**src/rtl/itrx_aib_phy_redn_pkg.sv**
```systemverilog
// Shared types and field helpers for the AIB redundancy controller.
// ITRX_AIB_REDN_PARITY_EN widens the config word by an odd-parity MSB.
package itrx_aib_phy_redn_pkg;

   typedef enum logic [1:0] {
      ST_IDLE,
      ST_PRE,
      ST_SWITCH,
      ST_POST
   } redn_st_e;

   localparam int ERR_WORD   = 0;
   localparam int ERR_BUSY   = 1;
   localparam int CW_IDX_LSB = 0;

   function automatic int cw_valid_pos(input int idxw);
      return idxw;
   endfunction

   function automatic int cw_par_pos(input int idxw);
      return idxw + 1;
   endfunction

   function automatic int cw_width(input int idxw);
`ifdef ITRX_AIB_REDN_PARITY_EN
      return idxw + 2;
`else
      return idxw + 1;
`endif
   endfunction

endpackage

```
**src/rtl/itrx_aib_phy_redn_therm.sv**
```systemverilog
// Faulty-IO index to engage thermometer: every IO above the faulty one
// moves onto its redundant input.
module itrx_aib_phy_redn_therm #(
   parameter int NIO  = 24,
   parameter int IDXW = 5
) (
   input  logic            valid_i,
   input  logic [IDXW-1:0] idx_i,
   output logic [NIO-1:0]  therm_o
);

   always_comb begin
      therm_o = '0;
      for (int i = 0; i < NIO; i++) begin
         therm_o[i] = valid_i && (idx_i < IDXW'(i));
      end
   end

endmodule

```
**src/rtl/itrx_aib_phy_redn_ctrl.sv**
```systemverilog
// AIB redundancy controller: serial config load, then quiesce/switch/quiesce.
// Optional ITRX_AIB_REDN_PARITY_EN adds an odd-parity check on the config word.
module itrx_aib_phy_redn_ctrl
   import itrx_aib_phy_redn_pkg::*;
#(
   parameter int NIO    = 24,
   parameter int IDXW   = 5,
   parameter int SETTLE = 4
) (
   input  logic           clk,
   input  logic           rst,
   input  logic           cfg_sdi,
   input  logic           cfg_shift,
   input  logic           cfg_update,
   output logic           cfg_sdo,
   input  logic           cfg_err_clr,
   output logic [1:0]     cfg_err,
   output logic [NIO-1:0] redn_engage,
   output logic           redn_active,
   output logic           io_quiesce,
   output logic           busy
);

   localparam int W    = cw_width(IDXW);
   localparam int VPOS = cw_valid_pos(IDXW);
   localparam int CNTW = (SETTLE > 1) ? $clog2(SETTLE) : 1;

   redn_st_e        state_q, state_d;
   logic [CNTW-1:0] cnt_q, cnt_d;
   logic [W-1:0]    sr_q, sr_d;
   logic            pend_valid_q, pend_valid_d;
   logic [IDXW-1:0] pend_idx_q, pend_idx_d;
   logic [NIO-1:0]  engage_q, engage_d;
   logic            active_q, active_d;
   logic            quiesce_q, quiesce_d;
   logic            busy_q, busy_d;
   logic [1:0]      err_q, err_d;

   logic            w_valid;
   logic [IDXW-1:0] w_idx;
   logic            range_ok;
   logic            par_ok;
   logic            word_ok;
   logic            last_cnt;
   logic [1:0]      err_set;
   logic [NIO-1:0]  therm;

   itrx_aib_phy_redn_therm #(
      .NIO  (NIO),
      .IDXW (IDXW)
   ) u_therm (
      .valid_i (pend_valid_q),
      .idx_i   (pend_idx_q),
      .therm_o (therm)
   );

   assign w_valid  = sr_q[VPOS];
   assign w_idx    = sr_q[CW_IDX_LSB +: IDXW];
   assign range_ok = !w_valid || (w_idx <= IDXW'(NIO - 2));
`ifdef ITRX_AIB_REDN_PARITY_EN
   assign par_ok   = (^sr_q) == 1'b1;
`else
   assign par_ok   = 1'b1;
`endif
   assign word_ok  = range_ok && par_ok;
   assign last_cnt = (cnt_q == CNTW'(SETTLE - 1));

   always_comb begin
      state_d      = state_q;
      cnt_d        = cnt_q;
      sr_d         = sr_q;
      pend_valid_d = pend_valid_q;
      pend_idx_d   = pend_idx_q;
      engage_d     = engage_q;
      active_d     = active_q;
      err_set      = '0;

      if (cfg_shift) begin
         sr_d = {cfg_sdi, sr_q[W-1:1]};
      end

      // Status lags the state by one edge so the hold window fully
      // brackets the engage change on both sides.
      quiesce_d = (state_q != ST_IDLE);
      busy_d    = (state_q != ST_IDLE);

      unique case (state_q)
         ST_IDLE: begin
            if (cfg_update) begin
               if (word_ok) begin
                  pend_valid_d = w_valid;
                  pend_idx_d   = w_idx;
                  cnt_d        = '0;
                  state_d      = ST_PRE;
               end else begin
                  err_set[ERR_WORD] = 1'b1;
               end
            end
         end
         ST_PRE: begin
            if (last_cnt) begin
               state_d = ST_SWITCH;
            end else begin
               cnt_d = cnt_q + CNTW'(1);
            end
         end
         ST_SWITCH: begin
            engage_d = therm;
            active_d = pend_valid_q;
            cnt_d    = '0;
            state_d  = ST_POST;
         end
         ST_POST: begin
            if (last_cnt) begin
               state_d = ST_IDLE;
            end else begin
               cnt_d = cnt_q + CNTW'(1);
            end
         end
         default: state_d = ST_IDLE;
      endcase

      if (cfg_update && (state_q != ST_IDLE)) begin
         err_set[ERR_BUSY] = 1'b1;
      end

      err_d = (cfg_err_clr ? 2'b00 : err_q) | err_set;
   end

   always_ff @(posedge clk) begin
      if (rst) begin
         state_q      <= ST_IDLE;
         cnt_q        <= '0;
         sr_q         <= '0;
         pend_valid_q <= 1'b0;
         pend_idx_q   <= '0;
         engage_q     <= '0;
         active_q     <= 1'b0;
         quiesce_q    <= 1'b0;
         busy_q       <= 1'b0;
         err_q        <= '0;
      end else begin
         state_q      <= state_d;
         cnt_q        <= cnt_d;
         sr_q         <= sr_d;
         pend_valid_q <= pend_valid_d;
         pend_idx_q   <= pend_idx_d;
         engage_q     <= engage_d;
         active_q     <= active_d;
         quiesce_q    <= quiesce_d;
         busy_q       <= busy_d;
         err_q        <= err_d;
      end
   end

   assign cfg_sdo     = sr_q[0];
   assign cfg_err     = err_q;
   assign redn_engage = engage_q;
   assign redn_active = active_q;
   assign io_quiesce  = quiesce_q;
   assign busy        = busy_q;

endmodule

```
**config.mk**
```make
export PLATFORM = sky130hd
export DESIGN_NAME = itrx_aib_phy_redn_ctrl
export DESIGN_NICKNAME = d
export VERILOG_FILES = /design/src/rtl/itrx_aib_phy_redn_pkg.sv /design/src/rtl/itrx_aib_phy_redn_therm.sv /design/src/rtl/itrx_aib_phy_redn_ctrl.sv
export SDC_FILE = /design/constraint.sdc
export NUM_CORES = 1
export LEC_CHECK = 0
export CAP_MARGIN = 10
export CORE_MARGIN = 2
export CORE_UTILIZATION = 45
export CTS_CLUSTER_DIAMETER = 30
export DETAILED_ROUTE_END_ITERATION = 8
export GPL_TIMING_DRIVEN = 0
export PLACE_DENSITY = 0.79
export SLEW_MARGIN = 30
export SYNTH_ARGS = -nofsm -noshare
export SYNTH_HDL_FRONTEND = slang
export SYNTH_SLANG_ARGS = --single-unit
export TNS_END_PERCENT = 100
```
**constraint.sdc**
```tcl
create_clock -name clk -period 1.41 [get_ports clk]
set_input_delay 0.3525 -clock clk [delete_from_list [all_inputs] [get_ports clk]]
set_output_delay 0.3525 -clock clk [all_outputs]
set_load 0.01 [all_outputs]
```
==> flow_metrics.py <==
metrics = {
    "outcome": {
        "status": "complete, but fails checks",
        "violations": "setup timing",
    },
    "detailed_routing": {
        "firstDrtPassIters": 4,
        "post-route-drc-count": 0,
        "wl_per_cell_um": 13.0,
        "vias": 1564,
        "vias_per_cell": 5.32,
        "drt-total-wl_um": 3820,
        "ant_nets": 0,
        "drt-initial-drc-count": 102,
    },
    "floorplanning": {
        "die_h_um": 66.8,
        "ios": 36,
        "core-area_um2": 3720,
        "start_util": 0.477,
        "rows": 22,
        "dieArea_um2": 4460,
        "fp.dieW_um": 66.8,
    },
    "critical_path": {
        "required_ps": 1650,
        "cp_max_fo": 6,
        "worst_r2r_endpoint": "state_q[1]$_SDFFE_PP0P_",
        "startpoint": "state_q[0]$_SDFFE_PP0P_",
        "r2r-start": "state_q[0]$_SDFFE_PP0P_",
        "reg2reg_depth": 6,
        "cp-endpoint": "state_q[1]$_SDFFE_PP0P_",
        "critical_path_class": "reg2reg",
        "cp-start-kind": "flip-flop",
        "cp.arrival_ps": 1670,
        "ff2ff_setup_slack_ps": -20,
        "cp-end-kind": "flip-flop",
    },
    "clock_network": {
        "insertion_delay_ps": 300,
        "cts-root-buf": "clkbuf_8",
        "htree_num_levels": 2,
        "cts_hold_buf": 0,
        "cts_max_path_buffers": 2,
        "clk_pin_slew_ps": 80,
        "cts_buffers": 5,
        "cts.sinks": 43,
        "cts_tree": "yes",
    },
    "synthesis": {
        "netlist_instances": 200,
        "ys_warn_count": 0,
        "synth.cell_area_um2": 1770,
        "synth_edf_count": 0,
        "ys_ff_latch": 43,
        "ys_seq_area_frac": 0.486,
        "async_flop_share": 0,
        "ys_types": 36,
        "synthFlopType": "dfxtp_1",
        "synth_nets": 211,
        "syn_avg_cell_area_um2": 8.86,
    },
    "sta": {
        "tightest_slew_ps": 514,
        "drv_slew": 0,
        "clock_skew_ps": 8.49,
        "clock.fmax_ghz": 0.698,
        "setup_viol": 2,
        "slew_headroom": 0.657,
        "rsz0062_at_grt": "yes",
        "fin_crit_sh": 1.02,
        "timing.hold.ws_ps": 461,
        "period_minus_slack_ps": 1430,
        "tns_ps": -28.1,
        "worst_slack_ps": -21.9,
        "hold_violations": 0,
    },
    "finish": {
        "fillCellCount": 345,
        "syn2layout_area_growth_pct": 31.3,
        "final_cell_mix": "dfxtp_1 (38), nor2_1 (33), dlygate4sd2_1 (30)",
        "stdcell_count": 294,
        "nNetsFinal": 256,
        "n_antenna_cell": 0,
        "layout_commonest_cell": "dfxtp_1",
        "post-route-util": 0.627,
        "drive_gt1_frac": 0.179,
        "fin_area_um2": 2330,
    },
    "place": {
        "dp.cells": 280,
        "portBuffers": 32,
        "place.gp.congestion": 0.773,
        "dp_hpwl_um": 2670,
        "placed_cell_area_um2": 2160,
        "pre_cts_ws_ps": -467,
    },
    "global_route": {
        "grt.overflow.total": 0,
        "track_usage": 0.181,
        "grt_pass1_wl_um": 6180,
        "grt_max_degree": 14,
        "grt_pass1_vias": 1405,
        "antenna_found_initial": 0,
    },
    "power": {
        "p_leak_nw": 1.05,
        "p_total_mw": 3.05,
        "ir_worst_vdd_uv": 918,
        "power_density_nw_per_um2": 1310,
    },
    "run": {
        "drv_cap": 0,
    },
    "min_path": {
        "holdCritStartpoint": "redn_engage[22]$_SDFFE_PP0P_",
        "hp-class": "reg2reg",
    },
}
==> registers in the layout, indices dropped and copies added (netlist names) <==
register and cells:
cnt_q 2, busy 1, cfg_err 2, sr_q 6, state_q 2, redn_active 1
redn_engage 23, pend_valid_q 1, pend_idx_q 5
==> how the worst min path moves through the flow <==
stage,to,slack (ps),cells after the start
floorplan,redn_engage[20]$_SDFFE_PP0P_,490,2
global route,redn_engage[15]$_SDFFE_PP0P_,480,2
finish,redn_engage[22]$_SDFFE_PP0P_,460,2
global placement,redn_engage[22]$_SDFFE_PP0P_,450,2
detailed placement,redn_engage[22]$_SDFFE_PP0P_,450,2
CTS,redn_engage[22]$_SDFFE_PP0P_,460,2
==> area by class of cell <==
cell class	instances	area, µm²	share of cell area
flip-flops and latches	43	870	0.373
multi-input cells	133	867	0.372
repair buffers	39	339	0.146
clock buffers	6	72.6	0.0312
plain buffers	13	66.3	0.0285
well taps	48	60.1	0.0258
inverters	10	41.3	0.0177
clock inverters	2	12.5	0.00537
==> routing by layer <==
metal / global-route usage / vias up / part of all wire / wire (µm)
met3: 0.0405 / 3 / 0.051 / 196
met2: 0.313 / 53 / 0.49 / 1880
met5: 0 / - / 0 / 0
met4: 0.0561 / 0 / 0.0089 / 34
met1: 0.223 / 721 / 0.45 / 1720
li1: - / 787 / - / -
==> kinds of logic after synthesis <==
kind of cell / synth area share
simple gates: 0.144
buf+inv: 0.0572
other cells: 0.00212
flops: 0.486
fa+ha+maj: 0.0353
compound gates: 0.208
mux: 0.0678
==> repair_timing <==
item / in CTS / in global routing
pin swaps: 4 / 4
resized for setup: 46 / 18
cloned: 0 / 0
setup endpoints to repair: 52 / 33
setup buffers: 5 / 2
==> critical path, cell delays in order (launching register included) <==
cell and delay [ps]:
dfxtp_4 370, inv_4 80, ha_4 140, inv_2 40
a221o_2 360, a211oi_2 270, a41o_1 120
==> power by group <==
| part | internal, mW | total (mW) | switching, mW |
|---|---|---|---|
| combinational | 0.444 | 0.907 | 0.463 |
| sequential | 1.30 | 1.38 | 0.0736 |
| clock | 0.346 | 0.764 | 0.418 |
==> synth_stat cells, types with 3 or more instances <==
cell type / n / area share
mux2i_1: 12 / 0.068
ha_1: 5 / 0.035
buf_2: 3 / 0.0085
nor2_1: 36 / 0.076
o31ai_1: 3 / 0.013
nand2_1: 13 / 0.028
a22oi_1: 13 / 0.055
dfxtp_1: 43 / 0.49
o21ai_0: 9 / 0.025
a21oi_1: 15 / 0.042
clkbuf_1: 9 / 0.019
inv_1: 9 / 0.019
(Power assumes the default switching activity.)
